File: config.mk
export PLATFORM = sky130hd
export DESIGN_NAME = led_scan_capture
export DESIGN_NICKNAME = d
export VERILOG_FILES = /design/src/rtl/led_scan_capture.sv
export SDC_FILE = /design/constraint.sdc
export NUM_CORES = 1
export LEC_CHECK = 0
export CORE_MARGIN = 5
export CORE_UTILIZATION = 53
export CTS_BUF_LIST = sky130_fd_sc_hd__clkbuf_4
export CTS_CLUSTER_DIAMETER = 50
export DETAILED_ROUTE_END_ITERATION = 16
export PLACE_DENSITY_LB_ADDON = 0.15
export SYNTH_ARGS = -nofsm -noshare
export SYNTH_HDL_FRONTEND = slang
export SYNTH_SLANG_ARGS = --single-unit
File: constraint.sdc
create_clock -name clk_i -period 4.42 [get_ports clk_i]
set_input_delay 1.326 -clock clk_i [delete_from_list [all_inputs] [get_ports clk_i]]
set_output_delay 1.326 -clock clk_i [all_outputs]
set_load 0.005 [all_outputs]
File: src/rtl/led_scan_capture.sv
// Passive receiver for a multiplexed seven-segment scan bus: rebuilds the per-digit
// segment patterns and publishes a coherent frame once every digit has been captured.
module led_scan_capture #(
    parameter int NUM_DIGITS     = 8,
    parameter int SEG_W          = 7,
    parameter int ACTIVE_LOW     = 1,
    parameter int STABLE_CYCLES  = 16,
    parameter int TIMEOUT_CYCLES = 65535
) (
    input  logic                          clk_i,
    input  logic                          rst_n_i,
    input  logic [SEG_W-1:0]              ledSegments_i,
    input  logic [NUM_DIGITS-1:0]         ledDigitSel_i,
    output logic [NUM_DIGITS*SEG_W-1:0]   digits_o,
    output logic                          frame_valid_o,
    output logic                          digits_changed_o,
    output logic                          scan_lost_o,
    output logic [7:0]                    multi_sel_cnt_o
);

    localparam int STAB_W = (STABLE_CYCLES > 2) ? $clog2(STABLE_CYCLES) : 1;
    localparam int TMO_W  = $clog2(TIMEOUT_CYCLES + 1);

    localparam logic [SEG_W-1:0]      SEG_IDLE  = (ACTIVE_LOW != 0) ? {SEG_W{1'b1}} : {SEG_W{1'b0}};
    localparam logic [NUM_DIGITS-1:0] SEL_IDLE  = (ACTIVE_LOW != 0) ? {NUM_DIGITS{1'b1}} : {NUM_DIGITS{1'b0}};
    localparam logic [STAB_W-1:0]     STAB_LAST = STAB_W'(STABLE_CYCLES - 2);
    localparam logic [TMO_W-1:0]      TMO_MAX   = TMO_W'(TIMEOUT_CYCLES);

    typedef enum logic [1:0] {
        ST_IDLE,
        ST_TRACK,
        ST_CAPTURED
    } state_t;

    function automatic logic [7:0] sat_inc8(input logic [7:0] v);
        return (v == 8'hFF) ? v : v + 8'd1;
    endfunction

    function automatic logic [TMO_W-1:0] sat_inc_tmo(input logic [TMO_W-1:0] v);
        return (v == TMO_MAX) ? v : v + 1'b1;
    endfunction

    logic [SEG_W-1:0]            seg_s1_q, seg_s1_d, seg_s2_q, seg_s2_d;
    logic [NUM_DIGITS-1:0]       sel_s1_q, sel_s1_d, sel_s2_q, sel_s2_d;
    logic [SEG_W-1:0]            prev_seg_q, prev_seg_d;
    logic [NUM_DIGITS-1:0]       prev_sel_q, prev_sel_d;
    state_t                      state_q, state_d;
    logic [STAB_W-1:0]           stab_q, stab_d;
    logic [NUM_DIGITS*SEG_W-1:0] shadow_q, shadow_d;
    logic [NUM_DIGITS-1:0]       seen_q, seen_d;
    logic [NUM_DIGITS*SEG_W-1:0] digits_q, digits_d;
    logic                        frame_valid_q, frame_valid_d;
    logic                        changed_q, changed_d;
    logic                        lost_q, lost_d;
    logic [TMO_W-1:0]            tmo_q, tmo_d;
    logic [7:0]                  multi_q, multi_d;

    logic [SEG_W-1:0]      seg_n;
    logic [NUM_DIGITS-1:0] sel_n;
    logic                  sel_legal;
    logic                  sel_multi;
    logic                  prev_multi;
    logic                  sample_same;
    logic                  sel_changed;
    logic                  capture;
    logic                  commit;

    // Synchronized samples, normalized so that 1 means active
    assign seg_n       = (ACTIVE_LOW != 0) ? ~seg_s2_q : seg_s2_q;
    assign sel_n       = (ACTIVE_LOW != 0) ? ~sel_s2_q : sel_s2_q;
    assign sel_legal   = ($countones(sel_n) == 1);
    assign sel_multi   = ($countones(sel_n) >= 2);
    assign prev_multi  = ($countones(prev_sel_q) >= 2);
    assign sample_same = (sel_n == prev_sel_q) && (seg_n == prev_seg_q);
    assign sel_changed = (sel_n != prev_sel_q);
    assign commit      = &seen_q;

    always_comb begin
        seg_s1_d   = ledSegments_i;
        seg_s2_d   = seg_s1_q;
        sel_s1_d   = ledDigitSel_i;
        sel_s2_d   = sel_s1_q;
        prev_seg_d = seg_n;
        prev_sel_d = sel_n;
    end

    // Stability tracker: a digit is taken once per select assertion after a run of identical samples
    always_comb begin
        state_d = state_q;
        stab_d  = stab_q;
        capture = 1'b0;
        case (state_q)
            ST_IDLE: begin
                if (sel_legal) begin
                    state_d = ST_TRACK;
                    stab_d  = '0;
                end
            end
            ST_TRACK: begin
                if (!sample_same) begin
                    stab_d  = '0;
                    state_d = sel_legal ? ST_TRACK : ST_IDLE;
                end else if (stab_q == STAB_LAST) begin
                    capture = 1'b1;
                    stab_d  = '0;
                    state_d = ST_CAPTURED;
                end else begin
                    stab_d = stab_q + 1'b1;
                end
            end
            ST_CAPTURED: begin
                if (sel_changed) begin
                    stab_d  = '0;
                    state_d = sel_legal ? ST_TRACK : ST_IDLE;
                end
            end
            default: begin
                state_d = ST_IDLE;
                stab_d  = '0;
            end
        endcase
    end

    always_comb begin
        multi_d = (sel_multi && !prev_multi) ? sat_inc8(multi_q) : multi_q;

        frame_valid_d = commit;
        changed_d     = commit && (shadow_q != digits_q);
        digits_d      = commit ? shadow_q : digits_q;
        seen_d        = commit ? '0 : seen_q;
        shadow_d      = shadow_q;
        lost_d        = lost_q;
        tmo_d         = tmo_q;

        if (capture) begin
            tmo_d  = '0;
            lost_d = 1'b0;
        end else begin
            tmo_d = sat_inc_tmo(tmo_q);
            if (tmo_d == TMO_MAX) begin
                lost_d = 1'b1;
                seen_d = '0;
            end
        end

        // Applied after the commit clear so a capture in the commit cycle opens the next frame
        for (int k = 0; k < NUM_DIGITS; k++) begin
            if (capture && sel_n[k]) begin
                shadow_d[k*SEG_W +: SEG_W] = seg_n;
                seen_d[k]                  = 1'b1;
            end
        end
    end

    always_ff @(posedge clk_i) begin
        if (!rst_n_i) begin
            seg_s1_q      <= SEG_IDLE;
            seg_s2_q      <= SEG_IDLE;
            sel_s1_q      <= SEL_IDLE;
            sel_s2_q      <= SEL_IDLE;
            prev_seg_q    <= '0;
            prev_sel_q    <= '0;
            state_q       <= ST_IDLE;
            stab_q        <= '0;
            shadow_q      <= '0;
            seen_q        <= '0;
            digits_q      <= '0;
            frame_valid_q <= 1'b0;
            changed_q     <= 1'b0;
            lost_q        <= 1'b0;
            tmo_q         <= '0;
            multi_q       <= '0;
        end else begin
            seg_s1_q      <= seg_s1_d;
            seg_s2_q      <= seg_s2_d;
            sel_s1_q      <= sel_s1_d;
            sel_s2_q      <= sel_s2_d;
            prev_seg_q    <= prev_seg_d;
            prev_sel_q    <= prev_sel_d;
            state_q       <= state_d;
            stab_q        <= stab_d;
            shadow_q      <= shadow_d;
            seen_q        <= seen_d;
            digits_q      <= digits_d;
            frame_valid_q <= frame_valid_d;
            changed_q     <= changed_d;
            lost_q        <= lost_d;
            tmo_q         <= tmo_d;
            multi_q       <= multi_d;
        end
    end

    assign digits_o         = digits_q;
    assign frame_valid_o    = frame_valid_q;
    assign digits_changed_o = changed_q;
    assign scan_lost_o      = lost_q;
    assign multi_sel_cnt_o  = multi_q;

endmodule

== After elaboration in Yosys (flattened, before gate mapping) ==
Index checks and enable logic that the tools add are counted.

* Bitwise gates (word level): 4
* $add $sub $neg: 17
* Eq/ne operators: 14
* Multiplexer cells: 26
* Magnitude comparators: 2
* Reduce and logical (&&, ||, !) cells: 18
* Multipliers: 0
* Shifts and indexed selects: 0
* Divide/modulo/power cells: 0

{| class="wikitable"
|+ Operators by type and width
! kind !! count
|-
| inequality test 56 bit || 1
|-
| equality test 16 bit, second input constant || 2
|-
| equality test 32 x 2 -> 1 bit, second input constant || 1
|-
| 2-to-1 mux 8 bit || 3
|-
| adder 1 x 1 -> 2 bit || 8
|-
| adder 16 x 1 -> 16 bit, second input constant || 1
|-
| 2-to-1 mux 16 bit || 1
|-
| 2-to-1 mux 4 bit || 4
|-
| adder 2 x 2 -> 3 bit || 4
|-
| 2-to-1 mux 1 bit || 12
|-
| case mux 4 bit (3 select lines) || 1
|-
| logical AND 1 bit || 11
|-
| adder 3 x 3 -> 4 bit || 2
|-
| adder 8 x 1 -> 8 bit, second input constant || 1
|-
| equality test 8 bit || 1
|-
| equality test 8 bit, second input constant || 1
|-
| greater-or-equal comparator 4 x 2 -> 1 bit, second input constant || 2
|-
| 2-to-1 mux 2 bit || 4
|-
| inequality test 8 bit || 1
|-
| inverter 8 bit || 1
|-
| AND reduction 8 bit || 1
|-
| equality test 7 bit || 1
|-
| inverter 7 bit || 1
|-
| case mux 2 bit (3 select lines) || 1
|-
| 12 further kinds || 15
|}

* Logic and storage cells: 104
* ROM bits: 0
* Register bits: 198
* Input bits: 17
* Output and inout bits: 67
* Latch bits: 0
* Memories: 0
* RAM bits: 0

== Longest topological paths before layout ==
* Word-level depth: 8
* Mapped depth: 15
* Mapped depth without buffers: 14

== Worst setup path after synthesis ==
No wires, ideal clock.

* Kind: register -> register
* Start point: register sel_s2_q[0]
* End point: register stab_q[1]
* Setup time: 0.070 ns
* Path slack: 0.647 ns
* Data required time: 4.350 ns
* Arrival time: 3.702 ns
* Stages on the path, launching flop included: 14
* Cells stage by stage: dfxtp_1 > fa_1 > inv_1 > fa_1 > fa_1 > ha_1 > inv_1 > fa_1 > a211oi_1 > mux2i_1 > nor4b_1 > nor3_1 > or2_2 > a21oi_1

* Longest elaborated chain between the ends: 7
* Elaborated cells on any way between the ends: 13

{| class="wikitable"
|+ Ends and longest elaborated chain
! item !! RTL line !! RTL
|-
| start: declaration || 44 || <nowiki>logic [NUM_DIGITS-1:0] sel_s1_q, sel_s1_d, sel_s2_q, sel_s2_d;</nowiki>
|-
| start signal: assignment || 177 || <nowiki>sel_s2_q <= sel_s2_d;</nowiki>
|-
| inverter 8 bit (*) || 70 || <nowiki>assign sel_n = (ACTIVE_LOW != 0) ? ~sel_s2_q : sel_s2_q;</nowiki>
|-
| adder 1 x 1 -> 2 bit (not written as such) || 71 || <nowiki>assign sel_legal = ($countones(sel_n) == 1);</nowiki>
|-
| adder 2 x 2 -> 3 bit (not written as such) || 71 ||
|-
| adder 3 x 3 -> 4 bit (not written as such) || 71 ||
|-
| equality test 32 x 2 -> 1 bit || 71 ||
|-
| inequality test 2 bit (no line) || n/a ||
|-
| AND reduction 2 bit (no line) || n/a ||
|-
| end signal: assignment || 181 || <nowiki>stab_q <= stab_d;</nowiki>
|-
| end: declaration || 48 || <nowiki>logic [STAB_W-1:0] stab_q, stab_d;</nowiki>
|}

Every way passes the cells marked *; elsewhere a longest branch is shown, timed or not.
A chain may end at the register's enable or synchronous reset.

== Worst setup path after layout ==
Same ends and word-level chain as after synthesis.

==> results by group <==
Cells and area
  – Non-filler cells, final: around 1200
  – FILL cells: approximately 1400
  – Area of the multi-input gates: 4100 sq um
  – Register area: 3960 sq um
  – Nets@finish: roughly 1000
  – Final Core Density: 0.612
  – Ratio of cells with drive above 1 in the final layout: 0.0550
  – Area Overhead vs Synth: 14.6%
  – Final Cell Area: 9580 sq um

Logic synthesis
  – Distinct cells, synth: 51
  – Netlist Area Pre-Place: 8360 sq um
  – Syn_nets: 942
  – Fraction of registers with async set/reset: 0
  – Area leader, netlist: dfxtp_1
  – Register bit total from synthesis: 198
  – Primary FF master, synth: dfxtp_1
  – Mapped Avg Cell Area: 9.22 sq um
  – Synth Instances: a little over 900
  – Synth area leaders: dfxtp_1 47%, mux2i_1 7.3%, xor2_1 6.3%
  – Sequential share of the synthesized area: 0.474
  – Post-synth top cells: 198 x dfxtp_1, 127 x nand2_1, 102 x nor2_1
  – Post-synth EDFFs: 0
  – Count leader, synth: dfxtp_1
  – Share of the synthesized area in the top cell type: 0.474
  – Warnings from Yosys: 0

Global route
  – First-pass GRT wire length: between 30 and 40 mm
  – Remaining global-route overflow: 0
  – GRT busiest layer: met2
  – Met3 Use GR: 0.0394
  – Largest net degree at the start of global routing: 55
  – Tot GR Track Use: 0.207
  – Antenna violations before repair: 1
  – Vias in the first global route: 5738
  – M1 GR Usage: 0.306
  – Grt met2 use: 0.312

Worst setup path
  – Worst-path maximum fanout: 4
  – R2r worst-path depth: 13
  – Worst EP required: 4.92 ns
  – Critical path class: flip-flop to flip-flop
  – Crit path capture type: flip-flop
  – Worst EP arrival: 4.53 ns
  – Critical path launch point type: flip-flop

Worst hold path
  – Hold Crit Class: flip-flop to flip-flop
  – Hold path depth: 1

Timing
  – Final Worst Setup Slack: 0.398 ns
  – Max-slew violation count: 0
  – Final setup vio count: 0
  – Setup Skew: 0.0266 ns
  – Final Hold Vio Count: 0
  – Fin crit period: 4.02 ns
  – Relative slew margins: 0.265
  – TNS Setup: 0 ns
  – Worst slew pin tran: 1.09 ns
  – Period utilization: 0.910
  – Fmax: 249 MHz
  – RSZ-0062 raised after global routing: no

Floorplan
  – Die Y: 136 um
  – Site Rows: between 40 and 50
  – Core area: 15700 sq um
  – Die Wd: 136 um
  – # IOs: 84
  – Initial Util: 0.534
  – Die area: 18400 sq um

Power
  – Psw: about 750 uW
  – P per Cell Area: 299 nW/um^2
  – Part of the power in the clock network: 0.290
  – Comb pwr share: 0.067
  – P_leak: 0.00368 uW
  – Switching Fraction: 0.261
  – Sequential Power Share: 0.643
  – VDD IR max: 0.000221 V
  – Pint: about 2100 uW

Placement
  – Buffers on Ports: 83
  – Final HPWL DP: roughly 13 mm
  – Placed Instances: 1166
  – Final GP Congestion: 0.857
  – Setup WS pre-CTS: between 0.4 and 0.5 ns
  – Post-Place Cell Area: roughly 9300 sq um

Clock network
  – Worst-path clk slew: 0.15 ns
  – CTS resizes: 0
  – TritonCTS clock tree: built
  – CTS max path bufs: 2
  – Worst-Skew Late Latency: 0.58 ns
  – Cts hold-fix bufs: 0
  – Postcts setup bufs: 0
  – TritonCTS Sinks: 198
  – Clock root buffer: clkbuf_4
  – CTS Buf Count: 17
  – H-tree depth: 4

Routing
  – Final wirelength: 18.1 mm
  – Initial DRC Count: ~490
  – Post-route DRC: 0
  – Initial DRT Pass Iterations: 4
  – Via count: 6179
  – Final ANT Viol Nets: 0
  – Vias/cell: 5.15
  – Drt wl/cell: between 15 and 20 um

Run
  – # Max-Cap Violations: 0

Run status
  – Status: finished, final reports clean
## worst max-delay path, stage by stage (launching register included)
cell and delay [ns]:
dfxtp_1 0.41, fa_1 0.55, inv_1 0.05, fa_1 0.45, fa_1 0.49, ha_1 0.17
inv_1 0.06, fa_1 0.37, a211oi_1 0.21, mux2i_1 0.14, nor4b_1 0.46, nor3_1 0.16
or2_2 0.30, a21oi_1 0.13
## final timing paths
check / start / endpoint / slack (ns)
worst max register to register: sel_s2_q[0] / stab_q[1] / 0.40
worst min register to register: sel_s1_q[0] / sel_s2_q[0] / 0.42
worst max-delay path: sel_s2_q[0] / stab_q[1] / 0.40
worst min-delay path: sel_s1_q[0] / sel_s2_q[0] / 0.42
## placed cells by master, fill, tap and decap left out, drive strengths merged, types with 7 or more instances in the layout
master	instances
inv	34
clkbuf	17
nand4	23
clkinv	7
ha	10
nor3	18
nand2	127
nand3	10
clkdlybuf4s50	83
mux2i	61
dfxtp	198
and3	9
nor4	19
nor2	102
fa	8
a21oi	70
nand2b	33
xnor2	29
xor2	60
## per-layer routing
layer / wire [um] / share of wire
met5: 0 / 0
met4: 222 / 0.012
met3: 1080 / 0.059
met2: 8050 / 0.44
met1: 8780 / 0.48
## layout make-up
type | count | area share
Clock buffer | 17 | 0.0133
Sequential cell | 198 | 0.414
Clock inverter | 15 | 0.0112
Antenna cell | 1 | 0.000261
Tap cell | 216 | 0.0282
Inverter | 32 | 0.0128
Timing Repair Buffer | 89 | 0.0927
Multi-Input combinational cell | 631 | 0.428
## power by group through the flow
stage	sequential (uW)	clock [uW]	combinational, uW
final	1840	832	193
after global routing	1850	935	216
after CTS	1840	859	195
after detailed placement	1880	0	195
after global placement	1880	0	191
after floorplan	1870	0	146
## cells by family after synthesis
group / after synthesis / synth area share
compound gates: 102 / 0.0708
xor+xnor: 89 / 0.0932
buf+inv: 78 / 0.0367
fa+ha+maj: 18 / 0.0341
mux: 61 / 0.0730
simple gates: 361 / 0.218
flops: 198 / 0.474
## per-stage QoR
step	hold WS (ns)	power, uW
2_1_floorplan	0.386	2020
3_3_place_gp	0.390	2070
3_5_place_dp	0.391	2080
4_1_cts	0.426	2900
5_1_grt	0.437	3000
6_report	0.416	2870
## state kept, by name, summed over array words and instances (netlist names), 8 cells and up
name,cells
digits_o,56
shadow_q,56
tmo_q,16
multi_sel_cnt_o,8
prev_sel_q,8
seen_q,8
sel_s1_q,8
sel_s2_q,8
No activity file was read; power rests on OpenSTA's default activity.
